--- src/rtl/int8_dot_seq.sv ---
// int8_dot_seq: streams N INT8 pairs through one int8_mac_unit, optional CLIP8 pass.
// Optional per-command cycle counter: define INT8_DOT_SEQ_PERF_EN.
module int8_dot_seq #(
    parameter int XLEN  = 32,
    parameter int LEN_W = 16
) (
    input  logic             clk_i,
    input  logic             rst_i,
    input  logic             cmd_valid_i,
    output logic             cmd_ready_o,
    input  logic [LEN_W-1:0] cmd_len_i,
    input  logic             cmd_clip_i,
    input  logic             op_valid_i,
    output logic             op_ready_o,
    input  logic [7:0]       op_a_i,
    input  logic [7:0]       op_b_i,
    output logic             res_valid_o,
    input  logic             res_ready_i,
    output logic [XLEN-1:0]  res_data_o,
    output logic [3:0]       mac_opcode_o,
    output logic [XLEN-1:0]  mac_rs1_o,
    output logic [XLEN-1:0]  mac_rs2_o,
    output logic [XLEN-1:0]  mac_rd_o,
    input  logic [XLEN-1:0]  mac_result_i,
    input  logic             mac_valid_i,
    output logic [31:0]      perf_cycles_o
);

    localparam logic [3:0] MAC8     = 4'h0;
    localparam logic [3:0] MAC8_ACC = 4'h1;
    localparam logic [3:0] MUL8     = 4'h2;
    localparam logic [3:0] CLIP8    = 4'h3;
    localparam logic [3:0] NOP_OP   = 4'hF;

    typedef enum logic [2:0] {
        IDLE, ISSUE, WAIT, CLIP, CLIPW, DONE
    } state_t;

    state_t            state_q, state_d;
    logic [XLEN-1:0]   acc_q, acc_d;
    logic [LEN_W-1:0]  cnt_q, cnt_d, cnt_inc;
    logic [LEN_W-1:0]  len_q, len_d;
    logic              clip_q, clip_d;

    assign cnt_inc = cnt_q + LEN_W'(1);

    always_ff @(posedge clk_i or posedge rst_i) begin
        if (rst_i) begin
            state_q <= IDLE;
            acc_q   <= '0;
            cnt_q   <= '0;
            len_q   <= '0;
            clip_q  <= 1'b0;
        end else begin
            state_q <= state_d;
            acc_q   <= acc_d;
            cnt_q   <= cnt_d;
            len_q   <= len_d;
            clip_q  <= clip_d;
        end
    end

    always_comb begin
        state_d = state_q;
        acc_d   = acc_q;
        cnt_d   = cnt_q;
        len_d   = len_q;
        clip_d  = clip_q;
        unique case (state_q)
            IDLE: if (cmd_valid_i) begin
                len_d  = cmd_len_i;
                clip_d = cmd_clip_i;
                acc_d  = '0;
                cnt_d  = '0;
                if (cmd_len_i != '0) state_d = ISSUE;
                else if (cmd_clip_i) state_d = CLIP;
                else                 state_d = DONE;
            end
            ISSUE: if (op_valid_i) state_d = WAIT;
            WAIT: if (mac_valid_i) begin
                acc_d = mac_result_i;
                cnt_d = cnt_inc;
                if (cnt_inc == len_q) state_d = clip_q ? CLIP : DONE;
                else                  state_d = ISSUE;
            end
            CLIP: state_d = CLIPW;
            CLIPW: if (mac_valid_i) begin
                acc_d   = mac_result_i;
                state_d = DONE;
            end
            DONE: if (res_ready_i) state_d = IDLE;
            default: state_d = IDLE;
        endcase
    end

    always_comb begin
        cmd_ready_o  = (state_q == IDLE);
        op_ready_o   = (state_q == ISSUE);
        res_valid_o  = (state_q == DONE);
        res_data_o   = (state_q == DONE) ? acc_q : '0;
        mac_opcode_o = NOP_OP;
        mac_rs1_o    = '0;
        mac_rs2_o    = '0;
        mac_rd_o     = '0;
        if (state_q == ISSUE && op_valid_i) begin
            mac_opcode_o = MAC8_ACC;
            mac_rs1_o    = {{(XLEN-8){op_a_i[7]}}, op_a_i};
            mac_rs2_o    = {{(XLEN-8){op_b_i[7]}}, op_b_i};
            mac_rd_o     = acc_q;
        end else if (state_q == CLIP) begin
            mac_opcode_o = CLIP8;
            mac_rs1_o    = acc_q;
        end
    end

`ifdef INT8_DOT_SEQ_PERF_EN
    logic [31:0] pcnt_q, pcnt_d, pcnt_inc;
    logic [31:0] perf_q, perf_d;

    // Saturating; the accept cycle itself counts as cycle 1.
    assign pcnt_inc = (pcnt_q == '1) ? pcnt_q : pcnt_q + 32'd1;

    always_comb begin
        pcnt_d = pcnt_q;
        perf_d = perf_q;
        if (state_q == IDLE) begin
            if (cmd_valid_i) pcnt_d = 32'd1;
        end else begin
            pcnt_d = pcnt_inc;
        end
        if (state_q == DONE && res_ready_i) perf_d = pcnt_inc;
    end

    always_ff @(posedge clk_i or posedge rst_i) begin
        if (rst_i) begin
            pcnt_q <= '0;
            perf_q <= '0;
        end else begin
            pcnt_q <= pcnt_d;
            perf_q <= perf_d;
        end
    end

    assign perf_cycles_o = perf_q;
`else
    assign perf_cycles_o = '0;
`endif

endmodule
--- config.mk ---
export PLATFORM = sky130hd
export DESIGN_NAME = int8_dot_seq
export DESIGN_NICKNAME = d
export VERILOG_FILES = /design/src/rtl/int8_dot_seq.sv
export SDC_FILE = /design/constraint.sdc
export NUM_CORES = 1
export LEC_CHECK = 0
export ABC_AREA = 1
export CAP_MARGIN = 20
export CORE_MARGIN = 1.5
export CORE_UTILIZATION = 37
export CTS_CLUSTER_SIZE = 40
export DETAILED_ROUTE_END_ITERATION = 7
export GPL_ROUTABILITY_DRIVEN = 0
export GPL_TIMING_DRIVEN = 0
export PLACE_DENSITY_LB_ADDON = 0.25
export RECOVER_POWER = 25
export SLEW_MARGIN = 20
export SYNTH_ARGS = -nofsm -noshare
export SYNTH_HDL_FRONTEND = slang
export SYNTH_SLANG_ARGS = --single-unit
--- constraint.sdc ---
create_clock -name clk_i -period 2.3 [get_ports clk_i]
set_clock_uncertainty 0.1 [all_clocks]
set_input_delay 0.345 -clock clk_i [delete_from_list [all_inputs] [get_ports clk_i]]
set_output_delay 0.345 -clock clk_i [all_outputs]
set_load 0.005 [all_outputs]
==> metrics <==
Logic pwr share=0.543; Arr. time, crit path=about 2 ns; Sequential Power Share=0.255; Final ANT Viol Nets=0; Critical R2R Launch=state_q[2]$_DFFE_PP0P_; iteration-0 DRC count of the detailed router=240; Top cell by count, worst path=nor2_4; DIE WIDTH=~110 µm; final core utilization=0.638; Final Hold Viols=0; Layout Area Growth over Synthesis=67.2%; routed wire length=roughly 16,000 µm; HP Start=len_q[2]$_DFFE_PP0P_; Peak VDD IR=roughly 0.0006 V; clock root buffer master=clkbuf_16; cell family with most CP delay=buffers and inverters; Fin Hold WS=between 0.4 and 0.5 ns; synthesized flop and latch total=between 60 and 70; post-route minimum period=~2.5 ns; post-synthesis cell count=663; area of the mapped netlist=0.00460 mm²; CP cell instances=inv_2 -> nor2_4 -> nand2_2 -> clkinv_4 -> nand2_8 -> nor2_4 -> buf_4 -> clkdlybuf4s50_1; worst hold stages=2; Clk pwr share=0.202; Congestion Overflow GR=0; crit start category=register; Clock Latency Late Sink=0.33 ns; RR Endpoint=acc_q[5]$_DFFE_PP0P_; CP Buf/Inv Count=4; Finished Layout Cells=~1,100; PD cells=between 800 and 900 mW/mm²; critical path class=register to primary output; DR pass1 iterations=5; # clock sinks=68; max_cap viols=0; failing checks=setup timing; post-synth top area cell=dfrtp_1; Final Setup Violations=43; total core area=approximately 0.012 mm²; status=finished with violations; XOR/XNOR Fraction of Synth Area=0.0193; Worst Path Required=between 1.5 and 2 ns; total power=just under 7000 µW; post-synthesis compound-gate area fraction=0.114; area post-placement=about 0.007 mm²; DR vias/cell=roughly 4.6; CP max stage delay=around 0.52 ns; syn avg cell area=approximately 7 µm²; area of the multi-input gates=~0.0022 mm²; Ports=around 240; CP Capture Type=primary output; Avg WL per Cell=around 15 µm; I/O Buffers=approximately 200; Static Leak=0.00425 µW; share of the synthesized area in the top cell type=0.370; Syn. warnings=0; Max clock buf depth=2; initial antenna violation count=1; slowest CP cell=clkdlybuf4s50_1; Via Count=roughly 5,100; Net Sw Frac=0.418; die height=about 110 µm; die area=roughly 0.013 mm²; global-route wire length before repair=roughly 24,000 µm; R2R Setup Slk=approximately 0.19 ns; largest net degree at the start of global routing=43; crit share post-route=1.07; DRC errors left=0; Max Slew Vio Count=0; setup ws final=-0.164 ns; CTS Hold Buffers Added=0; Max Fclk=just over 400 MHz; Slew headroom=0.177; GRT Total Usage=0.239; Starting Density=0.381; CTS tree=built; hold worst-path end=len_q[2]$_DFFE_PP0P_; layout cell share with drive strength beyond 1=0.218; top cells by area, synth=dfrtp_1, buf_4, nand2_1, nor2_1, inv_1; P_sw=roughly 2900 µW; RSZ-0062 raised after global routing=yes; Int Power=~4000 µW; cell total after placement=1,067; Sequential Area=~0.0017 mm²; clk slew on worst S/H paths=roughly 0.060 ns; worst slew pin tran=between 1 and 1.5 ns; crit path max fanout=7; Hold Crit Class=register to register; nets@finish=between 1,000 and 1,500; Post-Synth Simple-Gate Area=0.289; Synth Area in Adders=0.00272; sequential area share after synthesis=0.370; estimated wirelength of the detail-placed design=around 12,000 µm; post-synthesis cell type count=33; Num CTS Buffers=9; R2R depth=12; Cell Rows=40; post-synthesis mux area share=0; FILL cells=1,080; vias in the first global route=around 4,800; cell area after layout=between 0.007 and 0.008 mm²; largest family of logic cells by synthesized area=simple AND/OR/NAND/NOR gates; CTS H-tree lvls=3
==> metal layers <==
metal / global-route usage / wire (µm) / vias up
met3: 0.0635 / 1060 / 18
met5: 0 / 0 / -
met1: 0.291 / 6610 / 2353
met2: 0.419 / 8360 / 146
li1: - / - / 2563
met4: 0.0575 / 185 / 0
==> worst max-delay path by stage <==
stage                           start                    to  slack, ns  cells past startpoint
5_1_grt        state_q[0]$_DFFE_PP0P_         mac_rs2_o[20]      -0.24                      8
4_1_cts        state_q[0]$_DFFE_PP0P_          mac_rd_o[13]      -0.20                      8
3_3_place_gp                    rst_i  acc_q[7]$_DFFE_PP0P_      -1.06                      2
2_1_floorplan                   rst_i  acc_q[0]$_DFFE_PP0P_       0.14                      1
6_report       state_q[0]$_DFFE_PP0P_         mac_rs2_o[20]      -0.16                      8
3_5_place_dp               op_valid_i         mac_rs2_o[23]      -0.69                      5
==> cell usage in the layout (no fill, tap or decap), drive strengths merged, types with 2 or more instances in the layout <==
cell type        n
inv             99
buf            113
dlymetal6s2s    42
clkinvlp         4
nor3             2
clkbuf          45
xnor2            2
xnor3            2
nand4           14
nand3           65
clkdlybuf4s50  117
dlygate4sd2      4
conb            33
xor2             3
o21ai           90
o22ai           11
nor2           109
nand2          109
clkinv           2
dfrtp           68
==> power by group through the flow <==
stage               registers (µW)  clock network [µW]  logic, µW
finish                        1760                1390       3740
global route                  1800                1450       4110
CTS                           1750                1410       3560
detailed placement            1770                   0       3300
global placement              1770                   0       3260
floorplan                     1720                   0       1950
==> final cells by class <==
cell class | instances | area share
Clock inverter | 7 | 0.00976
Multi-Input combinational cell | 445 | 0.292
Timing Repair Buffer | 228 | 0.283
Clock buffer | 9 | 0.0293
Buffer | 86 | 0.0865
Tap cell | 168 | 0.0273
Sequential cell | 68 | 0.222
Inverter | 99 | 0.0504
Antenna cell | 1 | 0.000325
==> registers in the layout, summed over array words and instances (netlist names) <==
register  count
len_q        16
state_q       3
acc_q        32
cnt_q        16
clip_q        1
==> tightest hold or removal path, cell delays in order, from the launching register on <==
cell and delay, ns:
dfrtp_1 0.36, nand2_1 0.05, o21ai_0 0.06
==> timing repair <==
item	CTS	global route
pin swaps	6	4
buffers inserted	10	12
endpoints found under the hold margin	0	0
setup endpoints to repair	132	128
resized for setup	104	166
gates cloned	4	1
==> cells in the mapped netlist <==
| master | instances |
|---|---|
| nand2_1 | 106 |
| nor2_1 | 98 |
| inv_1 | 92 |
| dfrtp_1 | 68 |
| nand3_1 | 64 |
| buf_4 | 63 |
| o21ai_0 | 55 |
| o21ai_1 | 34 |
| clkbuf_1 | 15 |
| nand4_1 | 14 |
| o22ai_1 | 11 |
| inv_2 | 6 |
| buf_1 | 4 |
| buf_2 | 4 |
| nor2_2 | 4 |
| nor2_4 | 3 |
| xor2_1 | 3 |
| conb_1 | 2 |
| xnor2_1 | 2 |
| xnor3_1 | 2 |
| and2_1 | 1 |
| ha_1 | 1 |
| inv_4 | 1 |
| nand2_2 | 1 |
| nand2_4 | 1 |
| nand3_2 | 1 |
| nand3b_1 | 1 |
| nor2_8 | 1 |
| nor3_1 | 1 |
| nor3_4 | 1 |
| nor4_1 | 1 |
| o21ai_2 | 1 |
| or2_2 | 1 |
==> through the flow <==
stage | setup TNS, ns | worst slack (ns)
2_1_floorplan | 0 | 0.143
3_3_place_gp | -111.20 | -1.06
3_5_place_dp | -40.37 | -0.688
4_1_cts | -10.80 | -0.199
5_1_grt | -7.47 | -0.241
6_report | -3.21 | -0.164
==> kinds of logic (layout without fill, tap and decap cells) <==
group / Yosys count / in the layout
and+or+nand+nor: 299 / 303
AOI/OAI and AO/OA: 101 / 101
other: 2 / 34
adders and majority gates: 1 / 1
xor gates and xnor gates: 7 / 7
buffers and inverters: 185 / 429
DFF: 68 / 68
Note: power is estimated with default switching activity, not from simulation.
